===== config.mk =====
export PLATFORM = sky130hd
export DESIGN_NAME = uart_tx_serializer
export DESIGN_NICKNAME = d
export VERILOG_FILES = /design/src/rtl/uart_tx_serializer.sv
export SDC_FILE = /design/constraint.sdc
export NUM_CORES = 1
export LEC_CHECK = 0
export BUFFER_PORTS_ARGS = -buffer_cell sky130_fd_sc_hd__buf_2
export CAP_MARGIN = 20
export CORE_MARGIN = 3
export CORE_UTILIZATION = 25
export DETAILED_ROUTE_END_ITERATION = 6
export GPL_ROUTABILITY_DRIVEN = 0
export PLACE_DENSITY = 0.37
export SYNTH_ARGS = -nofsm -noshare
export SYNTH_HDL_FRONTEND = slang
export SYNTH_SLANG_ARGS = --single-unit

===== constraint.sdc =====
create_clock -name clk -period 4.4 [get_ports clk]
set_input_delay 0.44 -clock clk [delete_from_list [all_inputs] [get_ports clk]]
set_output_delay 0.44 -clock clk [all_outputs]
set_load 0.005 [all_outputs]

===== src/rtl/uart_tx_serializer.sv =====
// UART transmitter: frames a parallel word as start, LSB-first data, optional
// parity and stop bits, timed by an external 16x-oversampling baud tick.
module uart_tx_serializer #(
  parameter int DBIT    = 8,
  parameter int SB_TICK = 16,
  parameter int PARITY  = 0
) (
  input  logic            clk,
  input  logic            reset,
  input  logic            s_tick,
  input  logic            tx_start,
  input  logic [DBIT-1:0] din,
  output logic            tx,
  output logic            tx_busy,
  output logic            tx_done_tick
);

  localparam int IW = (DBIT > 1) ? $clog2(DBIT) : 1;

  typedef enum logic [2:0] {
    IDLE  = 3'd0,
    START = 3'd1,
    DATA  = 3'd2,
    PAR   = 3'd3,
    STOP  = 3'd4
  } state_t;

  state_t            state_q, state_d;
  logic [5:0]        tick_q, tick_d;
  logic [IW-1:0]     idx_q, idx_d;
  logic [DBIT-1:0]   shift_q, shift_d;
  logic              par_q, par_d;
  logic              tx_q, tx_d;
  logic              busy_q, busy_d;
  logic              done_q, done_d;

  // Odd parity inverts the XOR reduction so the frame carries an odd count of ones.
  function automatic logic parity_bit(input logic [DBIT-1:0] d);
    return (PARITY == 1) ? ~(^d) : (^d);
  endfunction

  always_ff @(posedge clk or posedge reset) begin
    if (reset) begin
      state_q <= IDLE;
      tick_q  <= '0;
      idx_q   <= '0;
      shift_q <= '0;
      par_q   <= 1'b0;
      tx_q    <= 1'b1;
      busy_q  <= 1'b0;
      done_q  <= 1'b0;
    end else begin
      state_q <= state_d;
      tick_q  <= tick_d;
      idx_q   <= idx_d;
      shift_q <= shift_d;
      par_q   <= par_d;
      tx_q    <= tx_d;
      busy_q  <= busy_d;
      done_q  <= done_d;
    end
  end

  // tx_d reflects the current state, so the line trails the state by one clk
  // uniformly; every bit keeps its full length and frames get one idle clk.
  always_comb begin
    state_d = state_q;
    tick_d  = tick_q;
    idx_d   = idx_q;
    shift_d = shift_q;
    par_d   = par_q;
    tx_d    = 1'b1;
    done_d  = 1'b0;
    case (state_q)
      IDLE: begin
        tx_d = 1'b1;
        if (tx_start) begin
          shift_d = din;
          tick_d  = '0;
          par_d   = parity_bit(din);
          state_d = START;
        end
      end
      START: begin
        tx_d = 1'b0;
        if (s_tick) begin
          if (tick_q == 6'd15) begin
            tick_d  = '0;
            idx_d   = '0;
            state_d = DATA;
          end else begin
            tick_d = tick_q + 6'd1;
          end
        end
      end
      DATA: begin
        tx_d = shift_q[0];
        if (s_tick) begin
          if (tick_q == 6'd15) begin
            tick_d  = '0;
            shift_d = shift_q >> 1;
            if (idx_q == IW'(DBIT - 1)) begin
              state_d = (PARITY != 0) ? PAR : STOP;
            end else begin
              idx_d = idx_q + IW'(1);
            end
          end else begin
            tick_d = tick_q + 6'd1;
          end
        end
      end
      PAR: begin
        tx_d = par_q;
        if (s_tick) begin
          if (tick_q == 6'd15) begin
            tick_d  = '0;
            state_d = STOP;
          end else begin
            tick_d = tick_q + 6'd1;
          end
        end
      end
      STOP: begin
        tx_d = 1'b1;
        if (s_tick) begin
          if (tick_q == 6'(SB_TICK - 1)) begin
            tick_d  = '0;
            done_d  = 1'b1;
            state_d = IDLE;
          end else begin
            tick_d = tick_q + 6'd1;
          end
        end
      end
      default: begin
        state_d = IDLE;
      end
    endcase
    busy_d = (state_d != IDLE);
  end

  assign tx           = tx_q;
  assign tx_busy      = busy_q;
  assign tx_done_tick = done_q;

endmodule

==> flow_summary.toml <==
[status]
result_of_the_run = "completed"

[final_layout]
nNetsFinal = 156
mostFrequentLayoutCells = "dfrtp_1, buf_2, nor2_1"
num_antenna_cells = 0
finish.instance_area_mm2 = 0.001533
final_layout_size_suffix_gt1_frac = 0.2357
leading_cell_type_in_the_layout_fill_and_taps_excluded = "dfrtp_1"
area_growth_pct = 15.02

[detailed_routing]
drc = 0
totalWireLength_mm = 3.015
ant_nets = 0
vias_per_cell = 4.913
dr_total_vias = 1017
drtIter0Drc = 52
wl_per_cell_um = 14.57
firstDrtPassIters = 4

[global_route]
vias_in_the_first_global_route = 1042
gr-usage-all-layers = 0.1038
globalRouteOverflowTotal = 0
grt_first_pass_wirelength_mm = 5.119
grt_max_degree = 25
antenna_violations_before_repair = 0

[critical_path]
slowest_delay_ns = 0.69
critPathLaunch = "state_q[2]"
crit_family = "multiplexers"
crit_type = "reg -> reg"
path_cells = "mux2_4 > mux2i_1 > a2111oi_0 > a21o_1"
worstReg2RegEnd = "tick_q[0]"
ff2ff_path_depth = 4
endpoint_kind = "flop"
worstSetupEndpoint = "tick_q[0]"
timing.critical_path.slowest_stage_cell = "mux2i_1"
critPathArrivalTime_ns = 2.25
critical_path.reg2reg.startpoint = "state_q[2]"
crit_path_max_fanout = 12
sum_of_buffers_and_inverters_on_the_critical_path = 0
worstSetupPathDepth = 4
timing.reg2reg.setup_slack_ns = 2.31
crit_path_start_kind = "flop"
required_ns = 4.56

[cts]
clk_pin_slew_worst_paths_ns = 0.09
cts-resized-gates = 0
ctsHtreeMaxLevel = 1
post_cts_setup_repair_bufs = 0
clk-insertion-delay-late_ns = 0.26
clock_tree.buffer_depth = 2
cts-buffers-inserted = 3
cts_tree = "done"
cts-hold-fix-buffers = 0
ctsRootBufferMaster = "clkbuf_8"
cts_sink_count = 24

[yosys]
asyncSetResetFlopFracSynth = 1.000
post_synth.cell_area_avg_um2 = 10.49
dominantRegCellSynth = "dfrtp_1"
synth.cell_area_mm2 = 0.001333
synth_top_cell_area_share = 0.4319
syn-instance-count = 127
postSynthNetCount = 142
synth-edff-count = 0
ys_warn_count = 0
synth_top_cell_by_area = "dfrtp_1"
ys_ff_latch = 24
fraction_of_the_yosys_area_taken_by_sequential_cells = 0.4516
netlist_top_cells_area = "dfrtp_1, xnor2_1, o221a_2"
number_of_different_library_cells_in_the_post_synthesis_netlist = 46

[floorplanning]
die_height_um = 79.01
initial_utilization = 0.2696
floorplan.die.width_um = 79.01
die_ar_mm2 = 0.006242
floorplan.rows = 25
num_io_pins = 15
core_region_area_mm2 = 0.004942

[timing]
maxClockFrequency_mhz = 479.5
timing.final.crit_share = 0.4740
hold_viol = 0
timing.final.setup_violations = 0
tightestPinTransition_ns = 0.8665
final.setup.tns_ns = 0
rsz0062_at_grt = "false"
final.setup_skew_ns = 0.004526
min_period_ns = 2.086
timing.final.max_slew_violations = 0
max_transition_margin = 0.4058

[placement]
placement.io_buffers = 14
standard_cell_area_after_detailed_placement_mm2 = 0.001450
detailed_place_hpwl_mm = 2.145

[job]
drv.max_cap_violation_count = 0

[power]
pwr_density_cell_mw_per_mm2 = 514.4
fin_total_pwr_uw = 788.4
vdd_ir_drop_max_mv = 0.1565
power_leakage_nw = 0.6471

[min_path]
hold_class = "in -> async"
[state kept, by name, summed over array words and instances, names as in the netlist]
register / flops
shift_q: 8
tick_q: 6
idx_q: 3
state_q: 3
par_q: 1
tx: 1
tx_busy: 1
tx_done_tick: 1
[worst min path at each step]
stage / endpoint / slack, ns / depth (start not counted)
global route: tick_q[2] / 0.06 / 2
detailed placement: par_q / 0.48 / 2
finish: tick_q[2] / 0.07 / 2
floorplan: par_q / 0.44 / 2
global placement: par_q / 0.47 / 2
CTS: shift_q[7] / 0.40 / 3
[power by group]
part | switching, mW | leakage, nW | internal (mW)
registers | 0.0827 | 0.299 | 0.295
clock network | 0.0727 | 0.0288 | 0.0799
logic | 0.125 | 0.320 | 0.133
[cell usage after synthesis, drive strengths merged (3+ instances only)]
cell type and instances:
a21oi 6, buf 4, dfrtp 23, ha 3
inv 3, nand2 8, nand3 5, nand3b 3
nor2 10, nor2b 3, o21ai 7, o221a 4
o22a 4, o22ai 3, xnor2 8
[kinds of logic after synthesis]
logic type               Yosys count  synth area share
flip-flops                        24            0.4516
buffers and inverters              9           0.03568
AND/OR/NAND/NOR                   41            0.1840
multiplexers                       3           0.02723
AO/OA/AOI/OAI                     39            0.2207
adder cells (fa/ha/maj)            3           0.02817
XOR/XNOR                           8           0.05258
[layout make-up]
cell class	instances	area [um^2]
Fill cell	548	3410
Timing Repair Buffer	15	97.59
Tap cell	67	83.83
Sequential cell	24	601.8
Inverter	3	11.26
Multi-Input combinational cell	94	683.2
Clock buffer	4	55.05
[metal layers]
layer / share of wire / track usage / up-vias
li1: - / - / 502
met1: 0.48 / 0.1375 / 494
met2: 0.48 / 0.1692 / 19
met3: 0.030 / 0.02041 / 2
met4: 0.0063 / 0.03436 / 0
met5: 0 / 0 / -
[worst reg2reg max path: cells and delay by family (launching register included)]
| family | cells | cell delay, ns |
|---|---|---|
| flip-flops | 1 | 0.58 |
| multiplexers | 2 | 1.02 |
| AO/OA/AOI/OAI | 2 | 0.38 |
[stage by stage]
stage	util	instances	hold slack, ns	setup slack [ns]
4_1_cts	0.3046	206	0.3996	2.342
6_report	0.3101	207	0.07024	2.314
2_1_floorplan	-	127	0.4444	2.850
5_1_grt	0.3101	207	0.05802	2.154
3_3_place_gp	0.2934	202	0.4708	2.371
3_5_place_dp	0.2934	202	0.4805	2.347
Power figures use the tool's default switching activity.
